**config.mk**
```make
export PLATFORM = sky130hd
export DESIGN_NAME = udp_image_tx_sched_flat
export DESIGN_NICKNAME = d
export VERILOG_FILES = /design/src/rtl/udp_image_tx_sched_pkg.sv /design/src/rtl/udp_image_tx_sched_if.sv /design/src/rtl/udp_image_tx_sched.sv /design/src/flat_wrapper.sv
export SDC_FILE = /design/constraint.sdc
export NUM_CORES = 1
export LEC_CHECK = 0
export ABC_AREA = 1
export CELL_PAD_IN_SITES_DETAIL_PLACEMENT = 1
export CELL_PAD_IN_SITES_GLOBAL_PLACEMENT = 2
export CORE_AREA = 2 2 108 163
export CTS_CLUSTER_SIZE = 14
export DETAILED_ROUTE_END_ITERATION = 16
export DIE_AREA = 0 0 110 165
export PLACE_DENSITY = 0.82
export SETUP_SLACK_MARGIN = 0.1
export SYNTH_ARGS = -nofsm -noshare
export SYNTH_HDL_FRONTEND = slang
export SYNTH_SLANG_ARGS = --single-unit
```
**constraint.sdc**
```tcl
create_clock -name clk -period 2.05 [get_ports clk]
set_clock_uncertainty 0.15 [all_clocks]
set_input_delay 0.41 -clock clk [delete_from_list [all_inputs] [get_ports clk]]
set_output_delay 0.41 -clock clk [all_outputs]
set_load 0.01 [all_outputs]
```
**src/rtl/udp_image_tx_sched_pkg.sv**
```systemverilog
// Shared definitions for the UDP image packet scheduler: one-hot state codes and header layout.
package udp_sched_pkg;

  localparam int unsigned STATE_W = 5;
  typedef logic [STATE_W-1:0] state_t;

  localparam state_t ST_IDLE      = 5'b00001;
  localparam state_t ST_WAIT_FIFO = 5'b00010;
  localparam state_t ST_START     = 5'b00100;
  localparam state_t ST_SEND      = 5'b01000;
  localparam state_t ST_GAP       = 5'b10000;

  localparam int unsigned HDR_LINE_W  = 16;
  localparam int unsigned HDR_FRAME_W = 16;
  localparam int unsigned UDP_HDR_BYTES = 4;

endpackage

```
**src/rtl/udp_image_tx_sched_if.sv**
```systemverilog
// Line-FIFO and transmitter-side signal bundle; master is the scheduler, slave the environment.
interface udp_image_tx_sched_if #(
  parameter int unsigned FIFO_LW = 12
);

  logic [FIFO_LW-1:0] fifo_level;
  logic [31:0]        fifo_rd_data;
  logic               fifo_rd_en;
  logic               tx_start_en;
  logic [15:0]        tx_byte_num;
  logic [31:0]        tx_data;
  logic               tx_req;
  logic               tx_done;

  modport master (
    input  fifo_level,
    input  fifo_rd_data,
    input  tx_req,
    input  tx_done,
    output fifo_rd_en,
    output tx_start_en,
    output tx_byte_num,
    output tx_data
  );

  modport slave (
    output fifo_level,
    output fifo_rd_data,
    output tx_req,
    output tx_done,
    input  fifo_rd_en,
    input  tx_start_en,
    input  tx_byte_num,
    input  tx_data
  );

endinterface

```
**src/rtl/udp_image_tx_sched.sv**
```systemverilog
// Frame/packet scheduler for the UDP image transmitter: one line per packet, fixed gap between.
// Define UDP_SCHED_HDR_EN to prefix each packet with a {line_idx, frame_cnt} header word.
module udp_image_tx_sched
  import udp_sched_pkg::*;
#(
  parameter int unsigned PKT_BYTES       = 1280,
  parameter int unsigned LINES_PER_FRAME = 480,
  parameter int unsigned IFG_CYCLES      = 12,
  parameter int unsigned FIFO_LW         = 12
) (
  input  logic                    clk,
  input  logic                    rst,
  input  logic                    enable,
  input  logic                    frame_start,
  udp_image_tx_sched_if.master    bus,
  output logic                    busy,
  output logic                    frame_done
);

  localparam logic [15:0] PKT_WORDS = 16'(PKT_BYTES / 4);
  localparam logic [15:0] LAST_LINE = 16'(LINES_PER_FRAME - 1);
  localparam logic [15:0] GAP_LAST  = 16'(IFG_CYCLES - 1);

`ifdef UDP_SCHED_HDR_EN
  localparam bit          HDR_EN   = 1'b1;
  localparam logic [15:0] BYTE_NUM = 16'(PKT_BYTES + UDP_HDR_BYTES);
`else
  localparam bit          HDR_EN   = 1'b0;
  localparam logic [15:0] BYTE_NUM = 16'(PKT_BYTES);
`endif

  state_t                   state_q, state_d;
  logic [HDR_FRAME_W-1:0]   frame_cnt_q;
  logic [HDR_LINE_W-1:0]    line_idx_q;
  logic [15:0]              word_cnt_q;
  logic [15:0]              gap_cnt_q;
  logic [15:0]              byte_num_q;
  logic [31:0]              tx_data_q;
  logic                     hdr_pend_q;
  logic                     rd_pend_q;

  logic in_send;
  logic serve_hdr;
  logic serve_fifo;
  logic last_line;
  logic fifo_ok;
  logic [31:0] level_ext;

  assign level_ext  = 32'(bus.fifo_level);
  assign fifo_ok    = level_ext >= 32'(PKT_WORDS);
  assign in_send    = (state_q == ST_SEND);
  assign last_line  = (line_idx_q == LAST_LINE);
  assign serve_hdr  = in_send && bus.tx_req && hdr_pend_q;
  // Requests past the payload (transmitter trailer/padding) are absorbed without a read.
  assign serve_fifo = in_send && bus.tx_req && !hdr_pend_q && (word_cnt_q < PKT_WORDS);

  assign bus.fifo_rd_en  = serve_fifo && !rst;
  assign bus.tx_start_en = (state_q == ST_START);
  assign bus.tx_byte_num = byte_num_q;
  // FIFO data lands one cycle after the strobe, so it is forwarded straight through then held.
  assign bus.tx_data     = rd_pend_q ? bus.fifo_rd_data : tx_data_q;
  assign busy            = (state_q != ST_IDLE);
  assign frame_done      = in_send && bus.tx_done && last_line && !rst;

  always_comb begin
    state_d = state_q;
    case (state_q)
      ST_IDLE:      if (enable && frame_start) state_d = ST_WAIT_FIFO;
      ST_WAIT_FIFO: if (fifo_ok) state_d = ST_START;
      ST_START:     state_d = ST_SEND;
      ST_SEND:      if (bus.tx_done) state_d = last_line ? ST_IDLE : ST_GAP;
      ST_GAP:       if (gap_cnt_q == GAP_LAST) state_d = ST_WAIT_FIFO;
      default:      state_d = ST_IDLE;
    endcase
  end

  always_ff @(posedge clk) begin
    if (rst) begin
      state_q     <= ST_IDLE;
      frame_cnt_q <= '0;
      line_idx_q  <= '0;
      word_cnt_q  <= '0;
      gap_cnt_q   <= '0;
      byte_num_q  <= '0;
      tx_data_q   <= '0;
      hdr_pend_q  <= 1'b0;
      rd_pend_q   <= 1'b0;
    end else begin
      state_q   <= state_d;
      rd_pend_q <= serve_fifo;

      if (rd_pend_q) begin
        tx_data_q <= bus.fifo_rd_data;
      end else if (serve_hdr) begin
        tx_data_q <= {line_idx_q, frame_cnt_q};
      end

      if (serve_hdr) hdr_pend_q <= 1'b0;
      if (serve_fifo) word_cnt_q <= word_cnt_q + 16'd1;

      case (state_q)
        ST_IDLE: begin
          if (enable && frame_start) begin
            line_idx_q  <= '0;
            frame_cnt_q <= frame_cnt_q + 16'd1;
          end
        end
        ST_WAIT_FIFO: begin
          if (fifo_ok) byte_num_q <= BYTE_NUM;
        end
        ST_START: begin
          word_cnt_q <= '0;
          hdr_pend_q <= HDR_EN;
        end
        ST_SEND: begin
          if (bus.tx_done && !last_line) line_idx_q <= line_idx_q + 16'd1;
        end
        ST_GAP: begin
          gap_cnt_q <= (gap_cnt_q == GAP_LAST) ? 16'd0 : gap_cnt_q + 16'd1;
        end
        default: ;
      endcase
    end
  end

endmodule

```
**src/flat_wrapper.sv**
```systemverilog
// flat-port wrapper written by rule: the top's interface ports become plain ports
module udp_image_tx_sched_flat import udp_sched_pkg::*;
#(
  parameter int unsigned PKT_BYTES       = 1280,
  parameter int unsigned LINES_PER_FRAME = 480,
  parameter int unsigned IFG_CYCLES      = 12,
  parameter int unsigned FIFO_LW         = 12
)
  (clk, rst, enable, frame_start, busy, frame_done, bus_fifo_level, bus_fifo_rd_data, bus_tx_req, bus_tx_done, bus_fifo_rd_en, bus_tx_start_en, bus_tx_byte_num, bus_tx_data);
  udp_image_tx_sched_if #(.FIFO_LW(FIFO_LW)) bus_i ();
  input  logic clk;
  input  logic rst;
  input  logic enable;
  input  logic frame_start;
  output logic busy;
  output logic frame_done;
  input wire logic [$bits(bus_i.fifo_level)-1:0] bus_fifo_level;
  input wire logic [$bits(bus_i.fifo_rd_data)-1:0] bus_fifo_rd_data;
  input wire logic [$bits(bus_i.tx_req)-1:0] bus_tx_req;
  input wire logic [$bits(bus_i.tx_done)-1:0] bus_tx_done;
  output wire logic [$bits(bus_i.fifo_rd_en)-1:0] bus_fifo_rd_en;
  output wire logic [$bits(bus_i.tx_start_en)-1:0] bus_tx_start_en;
  output wire logic [$bits(bus_i.tx_byte_num)-1:0] bus_tx_byte_num;
  output wire logic [$bits(bus_i.tx_data)-1:0] bus_tx_data;
  assign bus_i.fifo_level = bus_fifo_level;
  assign bus_i.fifo_rd_data = bus_fifo_rd_data;
  assign bus_i.tx_req = bus_tx_req;
  assign bus_i.tx_done = bus_tx_done;
  assign bus_fifo_rd_en = bus_i.fifo_rd_en;
  assign bus_tx_start_en = bus_i.tx_start_en;
  assign bus_tx_byte_num = bus_i.tx_byte_num;
  assign bus_tx_data = bus_i.tx_data;
  udp_image_tx_sched #(.PKT_BYTES(PKT_BYTES), .LINES_PER_FRAME(LINES_PER_FRAME), .IFG_CYCLES(IFG_CYCLES), .FIFO_LW(FIFO_LW)) u_core (.clk(clk), .rst(rst), .enable(enable), .frame_start(frame_start), .bus(bus_i), .busy(busy), .frame_done(frame_done));
endmodule
```
==> results of run 1 <==
how the worst max path moves through the flow:
stage | start | to | slack [ns] | depth (start not counted)
2_1_floorplan | u_core.line_idx_q[0] | frame_done | 0.17 | 8
3_3_place_gp | bus_tx_req | bus_fifo_rd_en | -0.53 | 6
3_5_place_dp | bus_tx_req | bus_fifo_rd_en | -0.53 | 6
4_1_cts | u_core.line_idx_q[0] | frame_done | -0.04 | 8
5_1_grt | u_core.rd_pend_q | bus_tx_data[10] | -0.09 | 7
6_report | u_core.rd_pend_q | bus_tx_data[30] | -0.05 | 7
power groups by stage:
stage / logic (uW) / registers (uW) / clock network, uW
global placement: 603 / 1770 / 0
CTS: 650 / 1730 / 1750
global route: 759 / 1740 / 1820
finish: 687 / 1740 / 1710
floorplan: 347 / 1770 / 0
detailed placement: 621 / 1770 / 0
timing repair:
item                                    in CTS  in global routing
gates resized for setup                    230                143
pin swaps                                   14                 29
buffers inserted                            23                 22
endpoints found under the setup margin      36                 61
hold buffers                                 0                  0
gates cloned                                 4                  2
worst max-delay path: stages (launching register included):
cell       delay (ns)
dfxtp_2          0.33
buf_12           0.13
buf_6            0.11
buf_12           0.14
clkbuf_16        0.17
nand2_1          0.12
nand2_2          0.08
buf_6            0.12
synth_stat cells (all sizes together) (3+ instances only):
cell	number
nand2	220
ha	3
o21ai	12
nor3	18
nor2	95
xor2	6
o21bai	3
buf	23
clkbuf	12
nand3b	3
nand4	16
dfxtp	87
a21oi	55
nand3	46
inv	78
final cells by class:
type | instances | area share, %
Multi-Input combinational cell | 493 | 37.6
Clock inverter | 7 | 1.06
Clock buffer | 9 | 3.07
Inverter | 79 | 4.18
Timing Repair Buffer | 207 | 26.5
Sequential cell | 87 | 23.9
Tap cell | 210 | 3.59
registers in the layout, summed over array words and instances (netlist names):
signal / count
u_core.bus.tx_byte_num: 1
u_core.gap_cnt_q: 16
u_core.line_idx_q: 16
u_core.rd_pend_q: 1
u_core.state_q: 5
u_core.tx_data_q: 32
u_core.word_cnt_q: 16
stage by stage:
step | cells | setup TNS [ns] | setup slack [ns] | area, um^2 | power [uW]
floorplan | 693 | 0 | 0.166 | 4500 | 2120
global placement | 1027 | -3.67 | -0.525 | 5970 | 2370
detailed placement | 1027 | -4.55 | -0.532 | 5970 | 2390
CTS | 1070 | -0.0397 | -0.0397 | 6640 | 4130
global route | 1092 | -1.04 | -0.0895 | 7330 | 4310
finish | 1092 | -0.216 | -0.0508 | 7330 | 4130
kinds of logic after synthesis:
group / Yosys count / synth area share (%)
and+or+nand+nor: 399 / 39.0
buffers and inverters: 114 / 11.5
DFF: 87 / 39.2
AOI/OAI and AO/OA: 70 / 8.14
xor gates and xnor gates: 6 / 1.18
adders and majority gates: 3 / 0.845
other: 1 / 0.0844
layer usage:
layer  share of wire, %  global-route usage [%]  up-vias
met4                2.9                    6.90        0
met3                3.4                    2.05       34
met5                  0                       0        -
met2                 57                    34.7       98
li1                   -                       -     2512
met1                 37                    18.0     2436
==> metrics.md, run 1 <==
| Metric | Value |
|---|---|
| Status | complete, but fails checks |
| Failing checks | negative setup slack |
| Cells after Synth | 680 |
| Avg Cell Area, Syn | 6.53 um^2 |
| Fmax | 0.476 GHz |
| Vias per cell | 4.65 |
| Starting DRC count in detailed routing | 166 |
| PortBufs | 81 |
| Layout cells sized above 1 | 36.7% |
| Chip Height | 165 um |
| DRC violation count after routing | 0 |
| Critical Path RT | 1.49 ns |
| R2R Setup Slk | 0.24 ns |
| Row cnt | 58 |
| Pin count of the biggest net entering global routing | 45 |
| Reg power frac | 42.0% |
| Congestion Overflow GR | 0 |
| CTS Buffer Depth | 2 |
| FF+latch count, synth | 87 |
| Register Area | 1750 um^2 |
| I/O pin total | 102 |
| Detailed Routing Iterations Pass 1 | 4 |
| Fillers | 2041 |
| Arr. time, crit path | 1.54 ns |
| Sequential area share after synthesis | 39.2% |
| Post-synth top area share | 39.2% |
| Least-Margin Pin Slew | 0.523 ns |
| Detailed-route via count | 5080 |
| Multi-input logic area | 2760 um^2 |
| Min-delay src | u_core.word_cnt_q[10] |
| Commonest non-fill, non-tap cell in the layout | nand2_1 |
| Synthesized area | 4440 um^2 |
| H-tree lvl count | 3 |
| Peak VDD IR | 0.340 mV |
| Hpwl dp | 10.7 mm |
| Synth cell types | 29 |
| Unrepaired setup endpoints after global routing | true |
| LEAKAGE | 0.00317 uW |
| WHS Path Cells | 2 |
| ANT nets after route | 0 |
| Crit Reg-Reg Startpoint | u_core.state_q[1] |
| Switch share | 28.2% |
| Slew Limit Headroom | 65.1% |
| Top cells by area, synth | dfxtp_1, nand2_1, nor2_1, a21oi_1, inv_1 |
| Synth Flop Type | dfxtp_1 |
| Final wirelength | 16.7 mm |
| Core area | 16600 um^2 |
| Max-Cap Viols | 0 |
| Post-synth EDFFs | 0 |
| Asr flop ratio synth | 0% |
| Min-Delay Path Class | reg -> reg |
| Die Area | 18200 um^2 |
| CTS sink cnt | 87 |
| Nets | 930 |
| Die X-Extent | 110 um |
| Initial antenna violation count | 0 |
| Worst Slack Setup Final | -0.0508 ns |
| Worst-path maximum fanout | 7 |
| Psw | 1160 uW |
| Crit path kind | reg -> out |
| Cell internal pwr | 2970 uW |
| Wire per inst | 15.3 um |
| Area delta synth->final | 64.9% |
| Worst Hold Slack | 0.280 ns |
| Vias in the first global route | 5354 |
| Most frequent cells in the layout | nand2_1, buf_4, dfxtp_1 |
| TritonCTS buffer count | 9 |
| Crit start category | flip-flop |
| Period Utilization, post-route | 102% |
| Post-layout min period | 2.10 ns |
| Worst r2r path cells | 8 |
| Hold Path Sink | u_core.word_cnt_q[10] |
| Worst setup EP type | output port |
| Cell taking the most area after synthesis | dfxtp_1 |
| CTS root buffer | clkbuf_16 |
| GRT Total Usage | 17.5% |
| Initial Util | 26.7% |
| Pwr per Cell Area | 564 nW/um^2 |
| Yosys warnings | 0 |
| Finished Core Util | 44.1% |
| Antenna cells | 0 |
| CTS clk-pin slew, worst paths | 0.07 ns |
| Clock share of power | 41.3% |
| Clk Latency, worst-skew pair | 0.34 ns |
| Comb pwr share | 16.6% |
| Final hold vios | 0 |
| Routability cong. | 0.804 |
| Max-slew violation count | 0 |
| Reg2reg end | u_core.gap_cnt_q[5] |
| TritonCTS clock tree | done |
| First-pass GRT wire length | 25.1 mm |
| Final setup fails | 11 |
No activity file was read; power rests on OpenSTA's default activity.
==> inputs of run 2 (changes only) <==
Settings changed: CORE_AREA 2 2 108 163 to 8 8 111 163, DIE_AREA 0 0 110 165 to 0 0 119 171, PLACE_DENSITY 0.82 to 0.86.
Clock period 2.05 ns to 2.5 ns, I/O delays scaled along.
==> run 2 against run 1 <==
Against the previous run: the run now ends clean; core utilization shrank 6.0 points; cell count shrank 9.9%; sequential cell count is the same.
==> metrics.md, run 2 (synthesis results as in run 1) <==
| Metric | Value |
|---|---|
| Status | finished clean |
| CTS clk-pin slew, worst paths | 0.07 ns |
| Clk Latency, worst-skew pair | 0.34 ns |
| Reg2reg end | u_core.gap_cnt_q[15] |
| Core area | 15600 um^2 |
| WHS Path Cells | 2 |
| Switch share | 26.2% |
| Comb pwr share | 13.7% |
| Max-slew violation count | 0 |
| Clock share of power | 44.0% |
| Hold Path Sink | u_core.word_cnt_q[10] |
| First-pass GRT wire length | 22.9 mm |
| Final wirelength | 13.6 mm |
| Critical Path RT | 1.85 ns |
| LEAKAGE | 0.00279 uW |
| Worst setup EP type | output port |
| Min-delay src | u_core.word_cnt_q[10] |
| Final hold vios | 0 |
| Commonest non-fill, non-tap cell in the layout | nand2_1 |
| Period Utilization, post-route | 93.7% |
| Layout cells sized above 1 | 9.87% |
| Area post-placement | 5520 um^2 |
| Die Area | 20300 um^2 |
| R2R Setup Slk | 0.61 ns |
| ANT nets after route | 0 |
| Post-layout min period | 2.34 ns |
| Unrepaired setup endpoints after global routing | true |
| DRC violation count after routing | 0 |
| Initial Util | 28.4% |
| Vias per cell | 4.58 |
| Fillers | 2007 |
| Top reg by flops | u_core.tx_data_q |
| Vias in the first global route | 4782 |
| I/O pin total | 102 |
| Row cnt | 56 |
| Design Area, Final | 5950 um^2 |
| Total Power | 3360 uW |
| Min-Delay Path Class | reg -> reg |
| Worst Slack Setup Final | 0.157 ns |
| Worst-path maximum fanout | 3 |
| Peak VDD IR | 0.352 mV |
| Final setup fails | 0 |
| Hpwl dp | 10.5 mm |
| Arr. time, crit path | 1.69 ns |
| CTS Buffer Depth | 2 |
| Psw | 880 uW |
| Reg power frac | 42.3% |
| Fmax | 0.427 GHz |
| Detailed Routing Iterations Pass 1 | 4 |
| Congestion Overflow GR | 0 |
| PortBufs | 81 |
| Pwr per Cell Area | 564 nW/um^2 |
| TritonCTS buffer count | 9 |
| Chip Height | 171 um |
| Area delta synth->final | 33.9% |
| Number of flip-flops in the largest register | 32 |
| CTS sink cnt | 87 |
| Pin count of the biggest net entering global routing | 47 |
| Dpl ws | -0.236 ns |
| Crit path kind | reg -> out |
| Detailed-route via count | 4507 |
| Least-Margin Pin Slew | 0.520 ns |
| Wire per inst | 13.8 um |
| TritonCTS clock tree | done |
| H-tree lvl count | 3 |
| Routability cong. | 0.836 |
| Worst r2r path cells | 8 |
| Setup_tns | 0 ns |
| Max-Cap Viols | 0 |
| Slew Limit Headroom | 65.3% |
| Initial antenna violation count | 0 |
| GRT Total Usage | 13.6% |
| Most frequent cells in the layout | nand2_1, dfxtp_1, nor2_1 |
| CTS root buffer | clkbuf_16 |
| Crit start category | flip-flop |
| Crit Reg-Reg Startpoint | u_core.state_q[2] |
| Cell internal pwr | 2480 uW |
| DP Cell Count | 965 |
| Layout Cells excl Fill | 984 |
| Die X-Extent | 119 um |
| Nets | 828 |
| Starting DRC count in detailed routing | 142 |
[run 2: worst max path at each step]
stage | cells past startpoint | end | from | slack (ns)
after floorplan | 8 | frame_done | u_core.line_idx_q[0] | 0.43
after global placement | 6 | bus_fifo_rd_en | bus_tx_req | -0.22
after detailed placement | 6 | bus_fifo_rd_en | bus_tx_req | -0.24
after CTS | 8 | frame_done | u_core.line_idx_q[0] | 0.09
after global routing | 8 | frame_done | u_core.line_idx_q[0] | 0.02
final | 8 | frame_done | u_core.line_idx_q[0] | 0.16
[run 2: per-stage QoR]
step / hold slack [ns] / utilization [%]
finish: 0.277 / 38.1
global route: 0.306 / 38.1
CTS: 0.280 / 37.5
detailed placement: 0.269 / 35.3
global placement: 0.266 / 35.3
floorplan: 0.258 / -
[run 2: per-layer routing]
layer / wire [um] / GRT usage (%)
met2: 7210 / 26.1
met5: 0 / 0
met3: 468 / 2.97
met4: 218 / 4.53
met1: 5700 / 14.2
[run 2: power by group through the flow]
| stage | registers [uW] | logic [uW] | clock network, uW |
|---|---|---|---|
| after global placement | 1450 | 453 | 0 |
| after global routing | 1420 | 516 | 1580 |
| final | 1420 | 459 | 1480 |
| after CTS | 1420 | 469 | 1520 |
| after floorplan | 1450 | 284 | 0 |
| after detailed placement | 1450 | 465 | 0 |
[run 2: worst max-delay path: stages (launching register included)]
cell	delay, ns
dfxtp_1	0.33
ha_1	0.19
nand2_1	0.11
inv_2	0.08
nand2_2	0.07
nor2_4	0.12
nand3_4	0.08
nor3_2	0.12
clkdlybuf4s15_2	0.25
[run 2: final cells by class]
class                      count  area, um^2  area share (%)
timing repair buffer         106        1070            18.1
clock buffer                   9         225            3.79
clock inverter                 7         103            1.72
inverter                      79         297            4.98
multi-input combinational    492        2250            37.8
antenna                        1        2.50          0.0421
sequential                    87        1750            29.3
tap                          203         254            4.27
[run 2: repair_timing]
action                                  4_1_cts  5_1_grt
buffers inserted                              1        0
cloned                                        0        1
hold buffers                                  0        0
resized for setup                            20       21
endpoints found under the setup margin       35       22
pin swaps                                     3        1
